## src/rtl/rsa_operand_sequencer_pkg.sv

```systemverilog
// Shared constants for the RSA operand sequencer: register offsets, CTRL/STATUS bit
// positions and the sequencer FSM encoding.
package rsa_seq_pkg;

  localparam logic [3:0] REG_CTRL   = 4'h0;
  localparam logic [3:0] REG_STATUS = 4'h1;
  localparam logic [3:0] REG_BASE   = 4'h2;
  localparam logic [3:0] REG_EXP    = 4'h3;
  localparam logic [3:0] REG_MOD    = 4'h4;
  localparam logic [3:0] REG_RESULT = 4'h5;

  localparam int CTRL_START_BIT  = 0;
  localparam int CTRL_CLEAR_BIT  = 1;

  localparam int STAT_BUSY_BIT    = 0;
  localparam int STAT_DONE_BIT    = 1;
  localparam int STAT_ERR_BIT     = 2;
  localparam int STAT_TIMEOUT_BIT = 3;
  localparam int STAT_STATE_LSB   = 4;

  typedef enum logic [1:0] {
    ST_IDLE  = 2'd0,
    ST_START = 2'd1,
    ST_WAIT  = 2'd2,
    ST_DONE  = 2'd3
  } seq_state_e;

endpackage

```

## src/rtl/rsa_operand_sequencer_if.sv

```systemverilog
// Register-slave side bus of the RSA operand sequencer: one-cycle write and read strobes
// with a registered read-data return.
interface rsa_operand_sequencer_if;

  logic        wr_en;
  logic [3:0]  wr_addr;
  logic [31:0] wr_data;
  logic        rd_en;
  logic [3:0]  rd_addr;
  logic [31:0] rd_data;

  modport master (output wr_en, wr_addr, wr_data, rd_en, rd_addr, input rd_data);
  modport slave  (input wr_en, wr_addr, wr_data, rd_en, rd_addr, output rd_data);

endinterface

```

## src/rtl/rsa_word_packer.sv

```systemverilog
// Assembles 32-bit CPU writes into one KEY_W-bit operand, LS word first, with a pointer
// that wraps after the last word and can be cleared back to word 0.
module rsa_word_packer #(
  parameter int KEY_W = 128
) (
  input  logic              clk,
  input  logic              rst_n,
  input  logic              clear,
  input  logic              wr_en,
  input  logic [31:0]       wr_data,
  output logic [KEY_W-1:0]  word
);

  localparam int NWORDS = KEY_W / 32;
  localparam int PTR_W  = (NWORDS > 1) ? $clog2(NWORDS) : 1;

  logic [PTR_W-1:0] ptr_r;

  // Word pointer: clear has priority over a write advance.
  always_ff @(posedge clk or negedge rst_n) begin
    if (!rst_n) begin
      ptr_r <= '0;
    end else if (clear) begin
      ptr_r <= '0;
    end else if (wr_en) begin
      if (ptr_r == PTR_W'(NWORDS - 1)) begin
        ptr_r <= '0;
      end else begin
        ptr_r <= ptr_r + PTR_W'(1);
      end
    end
  end

  // Word store; contents survive clear and only change on an enabled write.
  always_ff @(posedge clk or negedge rst_n) begin
    if (!rst_n) begin
      word <= '0;
    end else if (wr_en) begin
      for (int i = 0; i < NWORDS; i++) begin
        if (ptr_r == PTR_W'(i)) begin
          word[i*32 +: 32] <= wr_data;
        end
      end
    end
  end

endmodule

```

## src/rtl/rsa_operand_sequencer.sv

```systemverilog
// Collects BASE/EXP/MOD operands from register writes, runs the RSA core and exposes its
// result as 32-bit read words. Optional watchdog: define RSA_SEQ_TIMEOUT_EN.
module rsa_operand_sequencer
  import rsa_seq_pkg::*;
#(
  parameter int KEY_W       = 128,
  parameter int TIMEOUT_CYC = 65535
) (
  input  logic                  hclk,
  input  logic                  hresetn,
  rsa_operand_sequencer_if.slave bus,
  output logic                  core_start,
  output logic [KEY_W-1:0]      core_base,
  output logic [KEY_W-1:0]      core_exp,
  output logic [KEY_W-1:0]      core_mod,
  input  logic                  core_done,
  input  logic [KEY_W-1:0]      core_result,
  output logic                  irq
);

  localparam int NWORDS = KEY_W / 32;
  localparam int PTR_W  = (NWORDS > 1) ? $clog2(NWORDS) : 1;

  if (((KEY_W % 32) != 0) || (KEY_W < 32) || (TIMEOUT_CYC < 1)) begin : g_bad_params
    $error("rsa_operand_sequencer: KEY_W must be a positive multiple of 32 and TIMEOUT_CYC >= 1");
  end

  seq_state_e       state_r, state_n;
  logic             done_r, done_n;
  logic             err_r, err_n;
  logic             timeout_r, timeout_n;
  logic             capture_s;
  logic             timeout_hit_s;
  logic [KEY_W-1:0] result_r;
  logic [PTR_W-1:0] rptr_r;
  logic [31:0]      result_words_s [NWORDS];
  logic [31:0]      status_s;
  logic [31:0]      rd_word_s;

  logic ctrl_wr_s, start_req_s, clear_req_s, busy_s, op_wr_s;
  logic base_we_s, exp_we_s, mod_we_s, result_rd_s;

  assign ctrl_wr_s   = bus.wr_en && (bus.wr_addr == REG_CTRL);
  assign start_req_s = ctrl_wr_s && bus.wr_data[CTRL_START_BIT];
  assign clear_req_s = ctrl_wr_s && bus.wr_data[CTRL_CLEAR_BIT];
  assign busy_s      = (state_r == ST_START) || (state_r == ST_WAIT);
  assign op_wr_s     = bus.wr_en && ((bus.wr_addr == REG_BASE) || (bus.wr_addr == REG_EXP) ||
                                     (bus.wr_addr == REG_MOD));
  assign base_we_s   = bus.wr_en && (bus.wr_addr == REG_BASE) && !busy_s;
  assign exp_we_s    = bus.wr_en && (bus.wr_addr == REG_EXP)  && !busy_s;
  assign mod_we_s    = bus.wr_en && (bus.wr_addr == REG_MOD)  && !busy_s;
  assign result_rd_s = bus.rd_en && (bus.rd_addr == REG_RESULT);

  rsa_word_packer #(.KEY_W(KEY_W)) u_base (
    .clk(hclk), .rst_n(hresetn), .clear(clear_req_s), .wr_en(base_we_s),
    .wr_data(bus.wr_data), .word(core_base)
  );
  rsa_word_packer #(.KEY_W(KEY_W)) u_exp (
    .clk(hclk), .rst_n(hresetn), .clear(clear_req_s), .wr_en(exp_we_s),
    .wr_data(bus.wr_data), .word(core_exp)
  );
  rsa_word_packer #(.KEY_W(KEY_W)) u_mod (
    .clk(hclk), .rst_n(hresetn), .clear(clear_req_s), .wr_en(mod_we_s),
    .wr_data(bus.wr_data), .word(core_mod)
  );

`ifdef RSA_SEQ_TIMEOUT_EN
  logic [31:0] wait_cnt_r;

  // Watchdog: counts cycles spent in WAIT, restarting from zero on every entry.
  always_ff @(posedge hclk or negedge hresetn) begin
    if (!hresetn) begin
      wait_cnt_r <= 32'd0;
    end else if (state_r != ST_WAIT) begin
      wait_cnt_r <= 32'd0;
    end else begin
      wait_cnt_r <= wait_cnt_r + 32'd1;
    end
  end

  assign timeout_hit_s = (state_r == ST_WAIT) && (wait_cnt_r == 32'(TIMEOUT_CYC - 1));
`else
  assign timeout_hit_s = 1'b0;
`endif

  // Next-state and sticky flag logic; CLEAR overrides everything, including a core_done.
  always_comb begin
    state_n   = state_r;
    done_n    = done_r;
    err_n     = err_r;
    timeout_n = timeout_r;
    capture_s = 1'b0;
    if (clear_req_s) begin
      state_n   = ST_IDLE;
      done_n    = 1'b0;
      err_n     = 1'b0;
      timeout_n = 1'b0;
    end else begin
      if ((op_wr_s || start_req_s) && busy_s) begin
        err_n = 1'b1;
      end else begin
        err_n = err_r;
      end
      case (state_r)
        ST_IDLE: begin
          if (start_req_s) begin
            state_n = ST_START;
          end else begin
            state_n = ST_IDLE;
          end
        end
        ST_START: begin
          state_n = ST_WAIT;
        end
        ST_WAIT: begin
          if (core_done) begin
            state_n   = ST_DONE;
            done_n    = 1'b1;
            capture_s = 1'b1;
          end else if (timeout_hit_s) begin
            state_n   = ST_IDLE;
            err_n     = 1'b1;
            timeout_n = 1'b1;
          end else begin
            state_n = ST_WAIT;
          end
        end
        ST_DONE: begin
          if (start_req_s) begin
            state_n = ST_START;
            done_n  = 1'b0;
          end else begin
            state_n = ST_DONE;
          end
        end
        default: begin
          state_n = ST_IDLE;
        end
      endcase
    end
  end

  // Control state, flags and the registered core_start/irq outputs.
  always_ff @(posedge hclk or negedge hresetn) begin
    if (!hresetn) begin
      state_r    <= ST_IDLE;
      done_r     <= 1'b0;
      err_r      <= 1'b0;
      timeout_r  <= 1'b0;
      core_start <= 1'b0;
      irq        <= 1'b0;
    end else begin
      state_r    <= state_n;
      done_r     <= done_n;
      err_r      <= err_n;
      timeout_r  <= timeout_n;
      core_start <= (state_n == ST_START);
      irq        <= done_n | err_n;
    end
  end

  // Result capture and read pointer; a new result or CLEAR restarts reading at word 0.
  always_ff @(posedge hclk or negedge hresetn) begin
    if (!hresetn) begin
      result_r <= '0;
      rptr_r   <= '0;
    end else begin
      if (capture_s) begin
        result_r <= core_result;
      end
      if (clear_req_s || capture_s) begin
        rptr_r <= '0;
      end else if (result_rd_s) begin
        if (rptr_r == PTR_W'(NWORDS - 1)) begin
          rptr_r <= '0;
        end else begin
          rptr_r <= rptr_r + PTR_W'(1);
        end
      end
    end
  end

  // Read mux: STATUS fields, RESULT window, zero for everything else.
  always_comb begin
    for (int i = 0; i < NWORDS; i++) begin
      result_words_s[i] = result_r[i*32 +: 32];
    end
    status_s = 32'h0;
    status_s[STAT_BUSY_BIT]    = busy_s;
    status_s[STAT_DONE_BIT]    = done_r;
    status_s[STAT_ERR_BIT]     = err_r;
    status_s[STAT_TIMEOUT_BIT] = timeout_r;
    status_s[STAT_STATE_LSB +: 4] = {2'b00, state_r};
    case (bus.rd_addr)
      REG_STATUS: rd_word_s = status_s;
      REG_RESULT: rd_word_s = result_words_s[rptr_r];
      default:    rd_word_s = 32'h0;
    endcase
  end

  // Registered read data, held between reads.
  always_ff @(posedge hclk or negedge hresetn) begin
    if (!hresetn) begin
      bus.rd_data <= 32'h0;
    end else if (bus.rd_en) begin
      bus.rd_data <= rd_word_s;
    end
  end

endmodule
```

## src/flat_wrapper.sv

```systemverilog
// flat-port wrapper written by rule: the top's interface ports become plain ports
module rsa_operand_sequencer_flat import rsa_seq_pkg::*;
#(
  parameter int KEY_W       = 128,
  parameter int TIMEOUT_CYC = 65535
)
  (hclk, hresetn, core_start, core_base, core_exp, core_mod, core_done, core_result, irq, bus_wr_en, bus_wr_addr, bus_wr_data, bus_rd_en, bus_rd_addr, bus_rd_data);
  rsa_operand_sequencer_if bus_i ();
  input  logic hclk;
  input  logic hresetn;
  output logic core_start;
  output logic [KEY_W-1:0] core_base;
  output logic [KEY_W-1:0] core_exp;
  output logic [KEY_W-1:0] core_mod;
  input  logic core_done;
  input  logic [KEY_W-1:0] core_result;
  output logic irq;
  input wire logic [$bits(bus_i.wr_en)-1:0] bus_wr_en;
  input wire logic [$bits(bus_i.wr_addr)-1:0] bus_wr_addr;
  input wire logic [$bits(bus_i.wr_data)-1:0] bus_wr_data;
  input wire logic [$bits(bus_i.rd_en)-1:0] bus_rd_en;
  input wire logic [$bits(bus_i.rd_addr)-1:0] bus_rd_addr;
  output wire logic [$bits(bus_i.rd_data)-1:0] bus_rd_data;
  assign bus_i.wr_en = bus_wr_en;
  assign bus_i.wr_addr = bus_wr_addr;
  assign bus_i.wr_data = bus_wr_data;
  assign bus_i.rd_en = bus_rd_en;
  assign bus_i.rd_addr = bus_rd_addr;
  assign bus_rd_data = bus_i.rd_data;
  rsa_operand_sequencer #(.KEY_W(KEY_W), .TIMEOUT_CYC(TIMEOUT_CYC)) u_core (.hclk(hclk), .hresetn(hresetn), .bus(bus_i), .core_start(core_start), .core_base(core_base), .core_exp(core_exp), .core_mod(core_mod), .core_done(core_done), .core_result(core_result), .irq(irq));
endmodule
```

## config.mk

```make
export PLATFORM = sky130hd
export DESIGN_NAME = rsa_operand_sequencer_flat
export DESIGN_NICKNAME = d
export VERILOG_FILES = /design/src/rtl/rsa_operand_sequencer_pkg.sv /design/src/rtl/rsa_operand_sequencer_if.sv /design/src/rtl/rsa_word_packer.sv /design/src/rtl/rsa_operand_sequencer.sv /design/src/flat_wrapper.sv
export SDC_FILE = /design/constraint.sdc
export NUM_CORES = 1
export LEC_CHECK = 0
export ABC_AREA = 1
export ABC_CLOCK_PERIOD_IN_PS = 2400
export CORE_AREA = 2 2 229 231
export DETAILED_ROUTE_END_ITERATION = 8
export DIE_AREA = 0 0 231 233
export GPL_TIMING_DRIVEN = 0
export PLACE_DENSITY = 0.72
export SYNTH_ARGS = -nofsm -noshare
export SYNTH_HDL_FRONTEND = slang
export SYNTH_SLANG_ARGS = --single-unit
```

## constraint.sdc

```tcl
create_clock -name hclk -period 2.4 [get_ports hclk]
set_input_delay 0.36 -clock hclk [delete_from_list [all_inputs] [get_ports hclk]]
set_output_delay 0.36 -clock hclk [all_outputs]
set_load 0.02 [all_outputs]
```

# [Word level (Yosys, flattened, before mapping)]
# Cells that the tools add are included.
[classes] n_eq_ne=19 mux=30 addsub=4 bitwise_logic=2 n_reduce_logical=39 magnitude_cmp=1
[ops] op="32-bit binary-select mux with 2-bit select" count=1
[ops] op="32-bit two-way mux" count=2
[ops] op="32-bit one-hot mux with 2 select lines" count=1
[ops] op="2-bit two-way mux" count=14
[ops] op="2-bit AND reduction" count=12
[ops] op="2-bit == test, second input constant" count=9
[ops] op="1-bit logical AND" count=12
[ops] op="2-bit by 1-bit == test with 1-bit output, second input constant" count=5
[ops] op="1-bit two-way mux" count=10
[ops] op="2-bit by 1-bit adder with 2-bit output, second input constant" count=4
[ops] op="4-bit by 2-bit == test with 1-bit output, second input constant" count=2
[ops] op="4-bit by 3-bit == test with 1-bit output, second input constant" count=2
[ops] op="2-bit zero test" count=4
[ops] op="2-bit one-hot mux with 4 select lines" count=1
[ops] op="2-bit nonzero test" count=4
[ops] op="1-bit logical OR" count=5
[ops] op="4-bit by 1-bit == test with 1-bit output, second input constant" count=1
[ops] op="4-bit zero test" count=1
[ops] op="3-bit >= comparator, second input constant" count=1
[ops] op="2-bit inverter with 3-bit output" count=1
[ops] op="1-bit one-hot mux with 2 select lines" count=1
[ops] op="1-bit zero test" count=1
[ops] op="1-bit bitwise OR" count=1
[word_totals] ff_bits=558

# [Depth between registers and ports, before layout]
[depth] depth_word=9 mapped_depth=10 depth_no_buf=10

# [By module]
# Synthesis repeated with hierarchy kept, for this count alone.
[unflattened] cells_unflattened=2367 area_unflattened_um2=23100.9
[by_module_without_submodules] module="rsa_word_packer" cells_per_inst=462 instances=3 area_per_inst_um2=5116.2
[by_module_without_submodules] module="rsa_operand_sequencer" cells_per_inst=981 instances=1 area_per_inst_um2=7752.4

# [Worst setup path before layout]
# Ideal clock, no wire load.
[synth_path] path_type="flip-flop to flip-flop" startpoint="register u_core.state_r[1]" endpoint="register u_core.u_exp.word[113]" required_time_ns=2.266 period_less_slack_ns=1.912 path_buffers=1 setup_ns=0.134 stages_incl_launch_ff=10 setup_slack_ns=0.488 arrival_ns=1.778 cell_sequence="dfrtp_1 > inv_1 > ha_1 > inv_1 > nand2_2 > nor3_4 > nand2_4 > buf_2 > nand2_1 > o21ai_1"
[synth_between] elab_chain_len=5
[synth_lines] element="start, declared" line="rsa_operand_sequencer.sv:28" source="seq_state_e state_r, state_n;"
[synth_lines] element="start signal, assigned" line="rsa_operand_sequencer.sv:153" source="state_r <= state_n;"
[synth_lines] element="2-bit by 1-bit == test with 1-bit output / 2-bit == test (equally long branches)" line="rsa_operand_sequencer.sv:46" source="assign busy_s = (state_r == ST_START) || (state_r == ST_WAIT);"
[synth_lines] element="1-bit logical OR *" line="rsa_operand_sequencer.sv:46"
[synth_lines] element="1-bit zero test *" line="rsa_operand_sequencer.sv:50" source="assign exp_we_s = bus.wr_en && (bus.wr_addr == REG_EXP) && !busy_s;"
[synth_lines] element="1-bit logical AND *" line="rsa_operand_sequencer.sv:50"
[synth_lines] element="2-bit AND reduction (no line) *"
[synth_lines] element="end signal, assigned by index" line="rsa_word_packer.sv:41" source="word[i*32 +: 32] <= wr_data;"
[synth_lines] element="end, declared" line="rsa_word_packer.sv:11" source="output logic [KEY_W-1:0] word"
# Every way passes the cells marked *; elsewhere a longest branch is shown, timed or not.
# A chain may end at the register's enable or synchronous reset.

# [Worst setup path in the final report]
[layout_path] startpoint="register u_core.state_r[1]" endpoint="register u_core.u_mod.word[52]"
[layout_between] elab_chain_len=5
[layout_lines] element="2-bit by 1-bit == test with 1-bit output / 2-bit == test (equally long branches)" line="rsa_operand_sequencer.sv:46"
[layout_lines] element="1-bit logical OR *" line="rsa_operand_sequencer.sv:46"
[layout_lines] element="1-bit zero test *" line="rsa_operand_sequencer.sv:51" source="assign mod_we_s = bus.wr_en && (bus.wr_addr == REG_MOD) && !busy_s;"
[layout_lines] element="1-bit logical AND *" line="rsa_operand_sequencer.sv:51"
[layout_lines] element="2-bit AND reduction (no line) *"
[layout_lines] element="end signal, assigned by index" line="rsa_word_packer.sv:41"
[layout_lines] element="end, declared" line="rsa_word_packer.sv:11"
# Marks and branches as above.

==> metrics.cfg <==
[drt]
first_pass_iters=6
drt-met1-wl_mm=31.9
via_per_inst=5.30
wl_per_cell_um=22.9
drcViolationCount=0
dr_total_vias=19700
totalWireLength_mm=84.9
wl_met3_mm=8.41
ant_nets=0
dr_wl_met2_mm=40.7
first_iter_violations=1712
routed.top_layer=met5

[synthesis]
synth_common_cells=nand2_1, dfrtp_1, o21ai_1
yosysUniqueCellTypes=24
synth_edf_count=0
synth.avg_cell_area_um2=9.51
netlist_area_um2=22100
ys_seq_area_frac=0.631
synthesis.nets=2515
yosys_warnings=0
ys_top_cells_by_area=dfrtp_1, nand2_1, o21ai_1
synthArstFlopShare=1.00
synth_ff_type=dfrtp_1
netlist_instances=2326
yosysMostFrequentCell=nand2_1
synth_top_area_frac=0.631
synth_top_area_cell=dfrtp_1
synth-seq-cells=558

[critical_path]
reg2reg_slack_ns=0.16
path_class=flop to flop
crit_path_end_kind=flop
cp-start-kind=flop
r2r_end=u_core.u_mod.word[52]$_DFFE_PN0P_
critical_path_arrival_ns=2.71
critPathRequiredTime_ns=2.87
regToRegStartpoint=u_core.state_r[1]$_DFF_PN0_
cp_max_fo=10
reg2regPathDepth=9

[finish]
final_layout_size_suffix_gt1_frac=0.0802
design_area_um2=31200
multi_input_area_um2=6980
regArea_um2=14000
area_growth_pct=40.9
fin_nets=3173
nFillCells=4257
fin_cells=3711

[cts]
cts_tree=done
cts_buffers=57
cts_buffer_depth=3
root_buffer=clkbuf_16
insertion_delay_ns=0.62
clock_sinks=558
path_clk_slew_ns=0.06
cts_max_level=2

[timing]
fin_ws_ns=0.156
setup_viol=0
slew_headroom=0.382
max_freq_ghz=0.446
hold_viol=0
skew_ns=0.0197
period_share=0.935
post-route-min-period_ns=2.24
worst_pin_slew_ns=0.927
fin_setup_tns_ns=0
drv_slew=0

[hold_path]
min_to=u_core.bus.rd_data[0]$_DFFE_PN0P_
min_from=bus_rd_en
holdPathStages=3
min_path_type=primary input to flop

[run]
cap_viol_max_count=0

[place]
placed_cell_area_um2=29000
dp_slack_ns=-0.737
dp_cells=3599
post-dp-hpwl_mm=62.7
numPortBuffers=589
routabilityCongestion=0.927

[floorplanning]
fp.dieW_um=231
ioPinCount=591
core_um2=51100
fp.dieArea_um2=53800
row_count=83
die-height_um=233
start_util=0.433

[pwr]
peakVddDrop_mv=0.966
p_per_area_nw_per_um2=1230
p_leak_nw=14.5
finalPower_w=0.0385

[global_route]
antenna_found_initial=2
gr-total-overflow=0
grt_pass1_wl_mm=126
grt_max_degree=129
grt_use_total=0.312
grt_pass1_vias=19800

[outcome]
status=completed

cell usage in the layout, fill, tap and decap left out, types with 5 or more instances in the layout:
cell               n
buf_1              5
buf_2             33
buf_6             36
bufinv_16         12
clkbuf_1         103
clkbuf_16         57
clkbuf_2           6
clkbuf_8          11
clkdlybuf4s50_1  588
clkinv_2          10
dfrtp_1          558
ha_1              16
inv_1             60
nand2_1          836
nand2_2            6
nand2_4            8
nand3_1          193
nor2_1            27
o21ai_0          168
o21ai_1          220
o21ai_2           42
per-layer routing:
layer / up-vias / track usage
met1: 9687 / 0.373
li1: 8855 / -
met4: 4 / 0.132
met5: - / 0
met2: 916 / 0.521
met3: 188 / 0.100
state kept, by name (all words and copies together), names as in the netlist:
| name | count |
|---|---|
| u_core.u_exp.word | 128 |
| u_core.u_base.ptr_r | 2 |
| u_core.bus.rd_data | 32 |
| u_core.u_mod.word | 128 |
| u_core.rptr_r | 2 |
| u_core.state_r | 2 |
| u_core.core_start | 1 |
| u_core.u_mod.ptr_r | 2 |
| u_core.done_r | 1 |
| u_core.u_exp.ptr_r | 2 |
| u_core.irq | 1 |
| u_core.result_r | 128 |
| u_core.u_base.word | 128 |
| u_core.err_r | 1 |
how the worst max path moves through the flow:
| stage | startpoint | endpoint | slack, ns |
|---|---|---|---|
| 2_1_floorplan | u_core.state_r[1]$_DFF_PN0_ | u_core.u_exp.word[113]$_DFFE_PN0P_ | 0.49 |
| 3_3_place_gp | hresetn | u_core.u_base.word[48]$_DFFE_PN0P_ | -23.10 |
| 3_5_place_dp | bus_wr_addr[0] | u_core.result_r[125]$_DFFE_PN0P_ | -0.74 |
| 4_1_cts | u_core.state_r[1]$_DFF_PN0_ | u_core.u_exp.word[77]$_DFFE_PN0P_ | 0.01 |
| 5_1_grt | u_core.state_r[1]$_DFF_PN0_ | u_core.u_mod.word[28]$_DFFE_PN0P_ | -0.0008 |
| 6_report | u_core.state_r[1]$_DFF_PN0_ | u_core.u_mod.word[52]$_DFFE_PN0P_ | 0.16 |
worst max-delay path, stage by stage, from the launching register on:
cell      delay [ns]
dfrtp_1         0.43
inv_1           0.09
ha_1            0.29
inv_1           0.09
nand2_2         0.11
nor2_4          0.24
nand2_2         0.26
clkbuf_1        0.35
nand2_1         0.14
o21ai_0         0.09
stage by stage:
step	util	hold WS [ns]
after floorplan	-	0.0644
after global placement	0.565	0.451
after detailed placement	0.567	0.458
after CTS	0.609	0.128
after global routing	0.610	0.173
final	0.610	0.151
kinds of logic after synthesis:
family	after synthesis	synth area share
and+or+nand+nor	1079	0.199
DFF	558	0.631
AOI/OAI and AO/OA	439	0.107
buffers and inverters	234	0.0538
adders and majority gates	16	0.00905
final cells by class:
type                    count  area share
plain buffers             174      0.0312
well taps                 680      0.0273
multi-input cells        1534       0.224
clock inverters            28      0.0155
flip-flops and latches    558       0.448
repair buffers            599       0.195
clock buffers              77      0.0517
inverters                  60     0.00723
diodes                      1   0.0000803
report_power, final:
part           switching, W  internal (W)
clock               0.00390       0.00602
combinational       0.00813       0.00587
sequential          0.00200        0.0126
timing repair:
action,CTS,global route
endpoints found under the hold margin,109,0
pin swaps,0,2
buffers inserted,0,5
gates resized for setup,3,12
endpoints found under the setup margin,25,328
hold buffers,1,0
Power figures use the tool's default switching activity.
